===== src/rtl/semaforo_param.sv =====
// Traffic-light FSM with pedestrian request latch, all-red clearance and flashing-amber night mode.
// All lamps are registered (one cycle after the deciding edge); no backpressure, inputs are sampled every cycle.
module semaforo_param #(
  parameter int CNT_W       = 8,
  parameter int T_VERDE     = 50,
  parameter int T_MIN_VERDE = 10,
  parameter int T_AMARILLO  = 5,
  parameter int T_ROJO      = 20,
  parameter int T_DESPEJE   = 3,
  parameter int T_PARPADEO  = 4
) (
  input  logic clk,
  input  logic rst,
  input  logic pulsador,
  input  logic modo_noche,
  output logic rojo,
  output logic amarillo,
  output logic verde,
  output logic blanco,
  output logic espera
);

  typedef enum logic [2:0] {
    DESPEJE,
    VERDE,
    AMARILLO,
    ROJO,
    NOCHE
  } state_t;

  localparam logic [CNT_W-1:0] VERDE_FIN    = CNT_W'(T_VERDE - 1);
  localparam logic [CNT_W-1:0] MIN_FIN      = CNT_W'(T_MIN_VERDE - 1);
  localparam logic [CNT_W-1:0] AMARILLO_FIN = CNT_W'(T_AMARILLO - 1);
  localparam logic [CNT_W-1:0] ROJO_FIN     = CNT_W'(T_ROJO - 1);
  localparam logic [CNT_W-1:0] DESPEJE_FIN  = CNT_W'(T_DESPEJE - 1);
  localparam logic [CNT_W-1:0] PARPADEO_FIN = CNT_W'(T_PARPADEO - 1);

  state_t           state, state_d;
  logic [CNT_W-1:0] cnt, cnt_d;
  logic             s1, s2, s3;
  logic             req_edge;
  logic             entering;
  logic             rojo_d, amarillo_d, verde_d, blanco_d, espera_d;

  // s1/s2 resynchronise the button; s3 delays s2 so a held press yields one edge
  assign req_edge = s2 & ~s3;

  always_ff @(posedge clk) begin
    if (rst) begin
      state    <= DESPEJE;
      cnt      <= '0;
      s1       <= 1'b0;
      s2       <= 1'b0;
      s3       <= 1'b0;
      rojo     <= 1'b1;
      amarillo <= 1'b0;
      verde    <= 1'b0;
      blanco   <= 1'b0;
      espera   <= 1'b0;
    end else begin
      state    <= state_d;
      cnt      <= cnt_d;
      s1       <= pulsador;
      s2       <= s1;
      s3       <= s2;
      rojo     <= rojo_d;
      amarillo <= amarillo_d;
      verde    <= verde_d;
      blanco   <= blanco_d;
      espera   <= espera_d;
    end
  end

  always_comb begin
    state_d = state;
    case (state)
      DESPEJE: begin
        if (cnt == DESPEJE_FIN) state_d = modo_noche ? NOCHE : VERDE;
      end
      VERDE: begin
        if (modo_noche || (espera && (cnt >= MIN_FIN)) || (cnt == VERDE_FIN))
          state_d = AMARILLO;
      end
      AMARILLO: begin
        if (cnt == AMARILLO_FIN) state_d = modo_noche ? NOCHE : ROJO;
      end
      ROJO: begin
        if (cnt == ROJO_FIN) state_d = DESPEJE;
      end
      NOCHE: begin
        if (!modo_noche) state_d = DESPEJE;
      end
      default: state_d = DESPEJE;
    endcase
  end

  always_comb begin
    entering   = (state_d != state);
    cnt_d      = entering ? '0 : cnt + 1'b1;
    rojo_d     = (state_d == DESPEJE) || (state_d == ROJO);
    verde_d    = (state_d == VERDE);
    amarillo_d = (state_d == AMARILLO);
    blanco_d   = 1'b0;
    espera_d   = espera;

    // In night mode the counter wraps every half-period and the amber lamp itself holds the blink phase
    if (state_d == NOCHE) begin
      if (entering) begin
        amarillo_d = 1'b1;
      end else if (cnt == PARPADEO_FIN) begin
        cnt_d      = '0;
        amarillo_d = ~amarillo;
      end else begin
        amarillo_d = amarillo;
      end
    end

    // A request arriving on the very edge that enters red is still served in this red
    if (state_d == ROJO) blanco_d = entering ? (espera | req_edge) : blanco;

    if ((state_d == NOCHE) && entering) begin
      espera_d = 1'b0;
    end else if (state == NOCHE) begin
      espera_d = 1'b0;
    end else if ((state_d == ROJO) && entering) begin
      espera_d = 1'b0;
    end else if (req_edge && !((state == ROJO) && blanco)) begin
      espera_d = 1'b1;
    end
  end

endmodule


===== config.mk =====
export PLATFORM = sky130hd
export DESIGN_NAME = semaforo_param
export DESIGN_NICKNAME = d
export VERILOG_FILES = /design/src/rtl/semaforo_param.sv
export SDC_FILE = /design/constraint.sdc
export NUM_CORES = 1
export LEC_CHECK = 0
export ABC_CLOCK_PERIOD_IN_PS = 2200
export CAP_MARGIN = 20
export CORE_MARGIN = 5
export CORE_UTILIZATION = 50
export CTS_CLUSTER_SIZE = 8
export DETAILED_ROUTE_END_ITERATION = 16
export GPL_TIMING_DRIVEN = 0
export PLACE_DENSITY = 0.73
export SYNTH_ARGS = -nofsm -noshare
export SYNTH_HDL_FRONTEND = slang
export SYNTH_SLANG_ARGS = --single-unit

===== constraint.sdc =====
create_clock -name clk -period 2.2 [get_ports clk]
set_clock_uncertainty 0.15 [all_clocks]
set_input_delay 0.44 -clock clk [delete_from_list [all_inputs] [get_ports clk]]
set_output_delay 0.44 -clock clk [all_outputs]
set_load 0.005 [all_outputs]

After elaboration in Yosys (flattened, before gate mapping)
Index checks and enable logic that the tools add are counted.
{"block": "totals", "latchBits": 0, "ram_bits": 0, "output_inout_bits": 5, "in_bits": 4, "memories": 0, "word_cells": 60, "rom_bits": 0, "ff_bits": 19}
{"block": "op_classes", "n_shift": 0, "magnitude_cmp": 1, "n_bitwise": 5, "reduce_logical": 13, "div_mod_pow": 0, "addsub": 1, "mux": 15, "eq_ne": 15, "mul": 0}
{"operator": "2-to-1 mux 8 bit", "n": 4}
{"operator": "2-to-1 mux 3 bit", "n": 7}
{"operator": "equality test 8 x 2 -> 1 bit, second input constant", "n": 2}
{"operator": "one-hot mux 3 bit (5 select lines)", "n": 1}
{"operator": "equality test 3 x 2 -> 1 bit, second input constant", "n": 4}
{"operator": "adder 8 x 1 -> 8 bit, second input constant", "n": 1}
{"operator": "equality test 8 x 3 -> 1 bit, second input constant", "n": 1}
{"operator": "equality test 8 x 5 -> 1 bit, second input constant", "n": 1}
{"operator": "equality test 8 x 6 -> 1 bit, second input constant", "n": 1}
{"operator": "greater-or-equal comparator 8 x 4 -> 1 bit, second input constant", "n": 1}
{"operator": "equality test 3 x 1 -> 1 bit, second input constant", "n": 2}
{"operator": "equality test 3 bit, second input constant", "n": 2}
{"operator": "logical NOT 3 bit", "n": 2}
{"operator": "logical AND 1 bit", "n": 5}
{"operator": "OR reduction 4 bit", "n": 1}
{"operator": "logical OR 1 bit", "n": 3}
{"operator": "2-to-1 mux 1 bit", "n": 3}
{"operator": "!= test 3 x 2 -> 1 bit, second input constant", "n": 1}
{"operator": "!= test 3 bit", "n": 1}
{"operator": "NOT 1 bit", "n": 3}
{"operator": "OR reduction 2 bit", "n": 1}
{"operator": "AND 1 bit", "n": 1}
{"operator": "logical NOT 1 bit", "n": 1}
{"operator": "bitwise OR 1 bit", "n": 1}

Longest topological paths before layout
Gate-level depths: netlist (run 1).
{"block": "logic_depth", "depth_word": 11, "mapped_depth": 8, "ltp_nobuf": 8}

Worst setup path after synthesis (run 1)
Ideal clock, no wire load.
{"block": "synth_timing", "path_type": "register to register", "from": "register cnt[4]", "to": "register blanco", "synth_period_minus_slack_ns": 2.256, "path_slack_ns": -0.056, "t_arrival_ns": 1.972, "path_stages_with_launch": 8, "path_buffers": 1, "t_required_ns": 1.917, "setup_time_ns": 0.133, "path_cell_list": "dfxtp_1 buf_2 or4_4 nor4b_4 nor4_1 o311ai_4 and3b_1 nor4_2"}
{"block": "synth_via", "elab_chain_cells": 9, "word_cells_on_any_way": 17, "cone_classes": "order compare (1); eq/ne (6); mux (5); bitwise (1); reduce/logical (4)"}
{"item": "start: declaration", "line_no": "39", "text": "logic [CNT_W-1:0] cnt, cnt_d;"}
{"item": "start signal: assignment", "line_no": "62", "text": "cnt <= cnt_d;"}
{"item": "greater-or-equal comparator 8 x 4 -> 1 bit", "line_no": "81", "text": "if (modo_noche || (espera && (cnt >= MIN_FIN)) || (cnt == VERDE_FIN))"}
{"item": "logical AND 1 bit", "line_no": "81"}
{"item": "logical OR 1 bit (2 in series)", "line_no": "81"}
{"item": "2-to-1 mux 3 bit", "line_no": "81"}
{"item": "one-hot mux 3 bit (5 select lines) (*)", "line_no": "76", "text": "case (state)"}
{"item": "equality test 3 x 2 -> 1 bit", "line_no": "119", "text": "if (state_d == ROJO) blanco_d = entering ? (espera | req_edge) : blanco;"}
{"item": "NOT 1 bit (no source line)"}
{"item": "OR reduction 2 bit (no source line)"}
{"item": "end signal: assignment", "line_no": "69", "text": "blanco <= blanco_d;"}
{"item": "end: declaration", "line_no": "19", "text": "output logic blanco,"}
Every way passes the cells marked *; elsewhere a longest branch is shown, timed or not.
A chain may end at the register's enable or synchronous reset.

Worst setup path after layout (run 1)
{"block": "layout_timing", "from": "input modo_noche", "to": "register cnt[5]"}
{"block": "layout_via", "elab_chain_cells": 9, "word_cells_on_any_way": 15, "cone_classes": "eq/ne (2); mux (11); reduce/logical (2)"}
{"item": "start: declaration", "line_no": "15", "text": "input logic modo_noche,"}
{"item": "logical OR 1 bit (2 in series)", "line_no": "81"}
{"item": "2-to-1 mux 3 bit", "line_no": "81"}
{"item": "one-hot mux 3 bit (5 select lines) (*)", "line_no": "76"}
{"item": "!= test 3 bit", "line_no": "98", "text": "entering = (state_d != state);"}
{"item": "2-to-1 mux 8 bit", "line_no": "99", "text": "cnt_d = entering ? '0 : cnt + 1'b1;"}
{"item": "2-to-1 mux 8 bit", "line_no": "110", "text": "end else if (cnt == PARPADEO_FIN) begin"}
{"item": "2-to-1 mux 8 bit", "line_no": "108", "text": "if (entering) begin"}
{"item": "2-to-1 mux 8 bit (*)", "line_no": "107", "text": "if (state_d == NOCHE) begin"}
Marked as above.

==> results of run 1 <==
routing by layer:
layer | up-vias | track usage, %
met1 | 490 | 21.3
met2 | 25 | 30.5
met4 | 0 | 6.10
met3 | 9 | 2.99
li1 | 474 | -
met5 | - | 0
cell families (layout without fill, tap and decap cells):
family                   Yosys count  after routing  share of synthesized area, %
adder cells (fa/ha/maj)            5              5                          5.74
buffers and inverters             11             32                          4.71
AND/OR/NAND/NOR                   60             60                          33.0
flip-flops                        19             19                          34.9
XOR/XNOR                           6              6                          4.82
AO/OA/AOI/OAI                     18             18                          16.9
final cells by class:
cell class | instances | share of cell area (%)
Timing Repair Buffer | 22 | 13.3
Buffer | 1 | 0.269
Clock buffer | 3 | 1.62
Sequential cell | 19 | 28.2
Inverter | 5 | 1.35
Multi-Input combinational cell | 89 | 52.4
Clock inverter | 1 | 0.359
Tap cell | 28 | 2.51
per-stage QoR:
step	cells	util, %	cell area (um^2)	total power, mW
6_report	168	64.9	1390	1.08
5_1_grt	168	64.9	1390	1.15
4_1_cts	166	63.5	1360	1.05
3_5_place_dp	155	56.4	1210	0.803
3_3_place_gp	155	56.4	1210	0.788
2_1_floorplan	119	-	1100	0.702
critical path: cells and delay by family:
kind / cells / cell delay (ns)
AOI/OAI and AO/OA: 2 / 0.59
buffers and inverters: 1 / 0.68
and+or+nand+nor: 3 / 0.73
where the power goes:
| part | switching (mW) | internal [mW] |
|---|---|---|
| logic | 0.232 | 0.223 |
| clock network | 0.117 | 0.0679 |
| registers | 0.0527 | 0.388 |
repair_timing:
| action | in CTS | in global routing |
|---|---|---|
| pin swaps | 17 | 1 |
| endpoints found under the setup margin | 12 | 13 |
| gates resized for setup | 14 | 7 |
| endpoints found under the hold margin | 0 | 0 |
| buffers inserted | 12 | 2 |
layout by cell type (no fill, tap or decap), drive strengths merged, types with 5 or more instances in the layout:
cell type	n
dfxtp	19
nor2	17
buf	14
clkdlybuf4s50	8
nor4	6
inv	5
nor2b	5
xor2	5
ha	5
state kept, by name, summed over array words and instances (netlist names):
| name | count |
|---|---|
| rojo | 1 |
| s3 | 1 |
| amarillo | 1 |
| espera | 1 |
| verde | 1 |
| cnt | 8 |
| s2 | 1 |
| blanco | 1 |
| s1 | 1 |
| state | 3 |
worst max path at each step:
| stage | endpoint | depth (start not counted) |
|---|---|---|
| 2_1_floorplan | amarillo | 6 |
| 3_3_place_gp | amarillo | 6 |
| 3_5_place_dp | cnt[3] | 6 |
| 4_1_cts | cnt[5] | 5 |
| 5_1_grt | blanco | 6 |
| 6_report | cnt[5] | 6 |
==> impl_metrics.ini, run 1 <==
[status]
status = finished, violations left
violations = negative setup slack

[detailed_routing]
vias = 998
first_pass_iters = 4
drc = 0
met2_length_um = 1390
antenna_left = 0
wl_met1_um = 1160
post_drt_wl_per_cell_um = 16.3
dr_wl_met3_um = 103
dr.max_layer_used = met4
vias_per_cell = 5.94
wl_um = 2730
drt_iter0_drc = 29

[sta]
setup_viol = 11
period_share_pct = 107
worstMarginPinSlew_ns = 0.485
finalMaxSlewViolations = 0
max_freq_mhz = 426
rsz0062_at_grt = yes
timing.final.crit_period_ns = 2.35
hold_ws_ns = 0.317
finalHoldViolCount = 0
fin_tns_setup_ns = -1.35
relSlewSlack_pct = 67.7
layout_setup_ws_ns = -0.145

[yosys]
synth-edff-count = 0
ys_types = 46
synth_area_leaders = dfxtp_1 35%, nor2_1 5.9%, ha_1 5.7%, xor2_1 4.0%, nor2b_1 2.9%
netlist_top_cells_count = 19 x dfxtp_1, 17 x nor2_1
synth-async-reset-ratio_pct = 0
synth_area_mm2 = 0.00109
ys_seq_area_share_pct = 34.9
yosys.cell_count.top_type = dfxtp_1
synth_top_area_cell = dfxtp_1
yosysWarnings = 0
syn_inst = 119
ys.flop_type = dfxtp_1
yosys_register_bits = 19
synth.top_cell.area_share_pct = 34.9
synth_fp_nets = 128
syn_area_per_cell_um2 = 9.16

[clock_tree]
cts-root-buf = clkbuf_4
clk_pin_slew_ns = 0.12
clock-sinks = 19
ctsLongestPathBuffers = 2
htree_levels = 1
cts_inserted_buffers = 3
cts_tree = built
clock_latency_ns = 0.31
cts_hold_buf = 0

[critical_path]
cp.required_ns = 2.29
arrival_ns = 2.44
slowest_stage = clkdlybuf4s50_1
reg2regPathDepth = 5
cpPeakStageDelay_ns = 0.68
cp-startpoint = modo_noche
criticalPathCategory = in2reg
endpoint_kind = register
critPathLaunchType = input port
reg2reg_to = cnt[5]
r2r_start = cnt[4]
timing.reg2reg.setup_slack_ns = -0.14
path_max_fanout = 8
path_cells = clkdlybuf4s50_1 > and4b_1 > nor4_4 > o311ai_4 > a211o_4 > nor2_1

[place]
dpl.hpwl_um = 1690
pre_cts_slack_ns = -0.383
portBuffers = 8
place_congestion = 0.857

[cells_and_area]
multi_input_area_um2 = 731
drive_above_1_share_pct = 31.4
ff_latch_area_um2 = 393
area_growth_pct = 27.9
num_antenna_cells = 0
fillers = 171
nNetsFinal = 150

[grt]
grt_overflow_total = 0
grt_pass1_vias = 906
grt_max_degree = 12
track_usage_pct = 17.5
antenna_found_initial = 0
grt_pass1_wl_um = 4400

[min_path]
hp-start = s1
min_delay_path_depth = 1
hold_path_class = reg2reg
whs_endpoint = s2

[floorplan]
core_mm2 = 0.00215
dieHeight_um = 56.7
row_count = 17
start_util_pct = 50.7
die_w_um = 56.7
die_area_mm2 = 0.00321
ios = 9

[pwr]
p_per_area_mw_per_mm2 = 775
p_leak_nw = 0.532
ir_drop_uv = 622

[flow_run]
maxCapViolCount = 0
(Power assumes the default switching activity.)
==> run 2, diff against run 1 <==
--- a/config.mk
+++ b/config.mk
@@ -13,6 +13,9 @@
 export DETAILED_ROUTE_END_ITERATION = 16
 export GPL_TIMING_DRIVEN = 0
 export PLACE_DENSITY = 0.73
+export RECOVER_POWER = 50
+export SETUP_SLACK_MARGIN = 0.4
+export SKIP_CTS_REPAIR_TIMING = 1
 export SYNTH_ARGS = -nofsm -noshare
 export SYNTH_HDL_FRONTEND = slang
 export SYNTH_SLANG_ARGS = --single-unit
==> impl_metrics.ini, run 2 (synthesis results as in run 1) <==
[detailed_routing]
post_drt_wl_per_cell_um = 14.9
antenna_left = 0
vias_per_cell = 5.70
wl_um = 2520
first_pass_iters = 4
vias = 964
drt_iter0_drc = 28
drc = 0

[cells_and_area]
drive_above_1_share_pct = 33.3
fin_util_pct = 66.3
num_antenna_cells = 0
largest-register = cnt
nNetsFinal = 151
final_cell_mix = 13 x nor2_1, 11 x dfxtp_1, 10 x buf_4, 7 x dfxtp_2, 6 x clkdlybuf4s50_1
area_growth_pct = 30.7
largestRegisters = cnt: 8 flops, state: 3 flops
final_common_cell = nor2_1
largest_register_ffs = 8

[floorplan]
row_count = 17
ios = 9
start_util_pct = 50.7
dieHeight_um = 56.7
die_w_um = 56.7
core_mm2 = 0.00215
die_area_mm2 = 0.00321

[pwr]
p_leak_nw = 0.558
seq_power_share_pct = 40.2
finalPower_mw = 1.09
p_per_area_mw_per_mm2 = 763
power_switching_share_pct = 37.0
switchingPower_mw = 0.402
clkPwrFrac_pct = 16.7
internal_power_mw = 0.685
ir_drop_uv = 631
pwr-share-comb_pct = 43.1

[critical_path]
path_max_fanout = 6
cp.required_ns = 2.24
endpoint_kind = register
arrival_ns = 2.44
critPathLaunchType = register
criticalPathCategory = reg2reg

[grt]
grt_pass1_vias = 833
antenna_found_initial = 0
grt_pass1_wl_um = 3590
grt_max_degree = 12
grt_overflow_total = 0
track_usage_pct = 14.0

[clock_tree]
ctsLongestPathBuffers = 2
cts_inserted_buffers = 3
clock_latency_ns = 0.30
cts_tree = built
cts-root-buf = clkbuf_4
htree_levels = 1
clk_pin_slew_ns = 0.12
clock-sinks = 19

[sta]
finalHoldViolCount = 0
layout_setup_ws_ns = -0.201
rsz0062_at_grt = yes
relSlewSlack_pct = 67.4
setup_viol = 12
max_freq_mhz = 417
worstMarginPinSlew_ns = 0.489
fin_tns_setup_ns = -1.88
period_share_pct = 109
finalMaxSlewViolations = 0
timing.final.crit_period_ns = 2.40

[min_path]
hold_path_class = reg2reg

[place]
place_congestion = 0.824
dpl.hpwl_um = 1560
portBuffers = 8

[flow_run]
maxCapViolCount = 0

[status]
status = finished, violations left
violations = negative setup slack
[run 2: layout make-up]
class | instances | area, um^2
Multi-Input combinational cell | 89 | 739
Fill cell | 175 | 724
Sequential cell | 19 | 393
Timing Repair Buffer | 18 | 161
Buffer | 6 | 48.8
Tap cell | 28 | 35.0
Clock buffer | 3 | 22.5
Inverter | 5 | 18.8
Clock inverter | 1 | 5.00
[run 2: power groups by stage]
stage | registers (mW) | clock network [mW] | logic (mW)
4_1_cts | 0.428 | 0.182 | 0.369
3_3_place_gp | 0.435 | 0 | 0.353
3_5_place_dp | 0.437 | 0 | 0.367
6_report | 0.437 | 0.181 | 0.468
2_1_floorplan | 0.428 | 0 | 0.274
5_1_grt | 0.442 | 0.204 | 0.509
[run 2: worst max-delay path: stages (launching register included)]
cell	delay [ns]
dfxtp_2	0.33
buf_6	0.12
or4_4	0.58
buf_4	0.16
o32a_1	0.34
or2_4	0.27
nor4_2	0.26
a211oi_2	0.07
[run 2: routing by layer]
layer | track usage, % | vias up | share of wire, %
met1 | 18.4 | 467 | 45
met4 | 6.10 | 0 | 1.0
met5 | 0 | - | 0
met2 | 21.8 | 18 | 51
li1 | - | 474 | -
met3 | 2.99 | 5 | 3.4
[run 2: through the flow]
stage	worst slack (ns)	instances	hold WS, ns	instance area (um^2)
final	-0.201	169	0.308	1420
after global routing	-0.299	169	0.317	1420
after CTS	-0.252	159	0.312	1240
after detailed placement	-0.340	155	0.286	1210
after global placement	-0.314	155	0.277	1210
after floorplan	-0.0148	119	0.264	1100
[run 2: worst paths after layout]
| path | from | end | slack, ns | depth (start not counted) |
|---|---|---|---|---|
| hold reg to reg | s1 | s2 | 0.31 | 1 |
| hold / removal | s1 | s2 | 0.31 | 1 |
| setup / recovery | cnt[5] | amarillo | -0.20 | 7 |
| setup reg to reg | cnt[5] | amarillo | -0.20 | 7 |
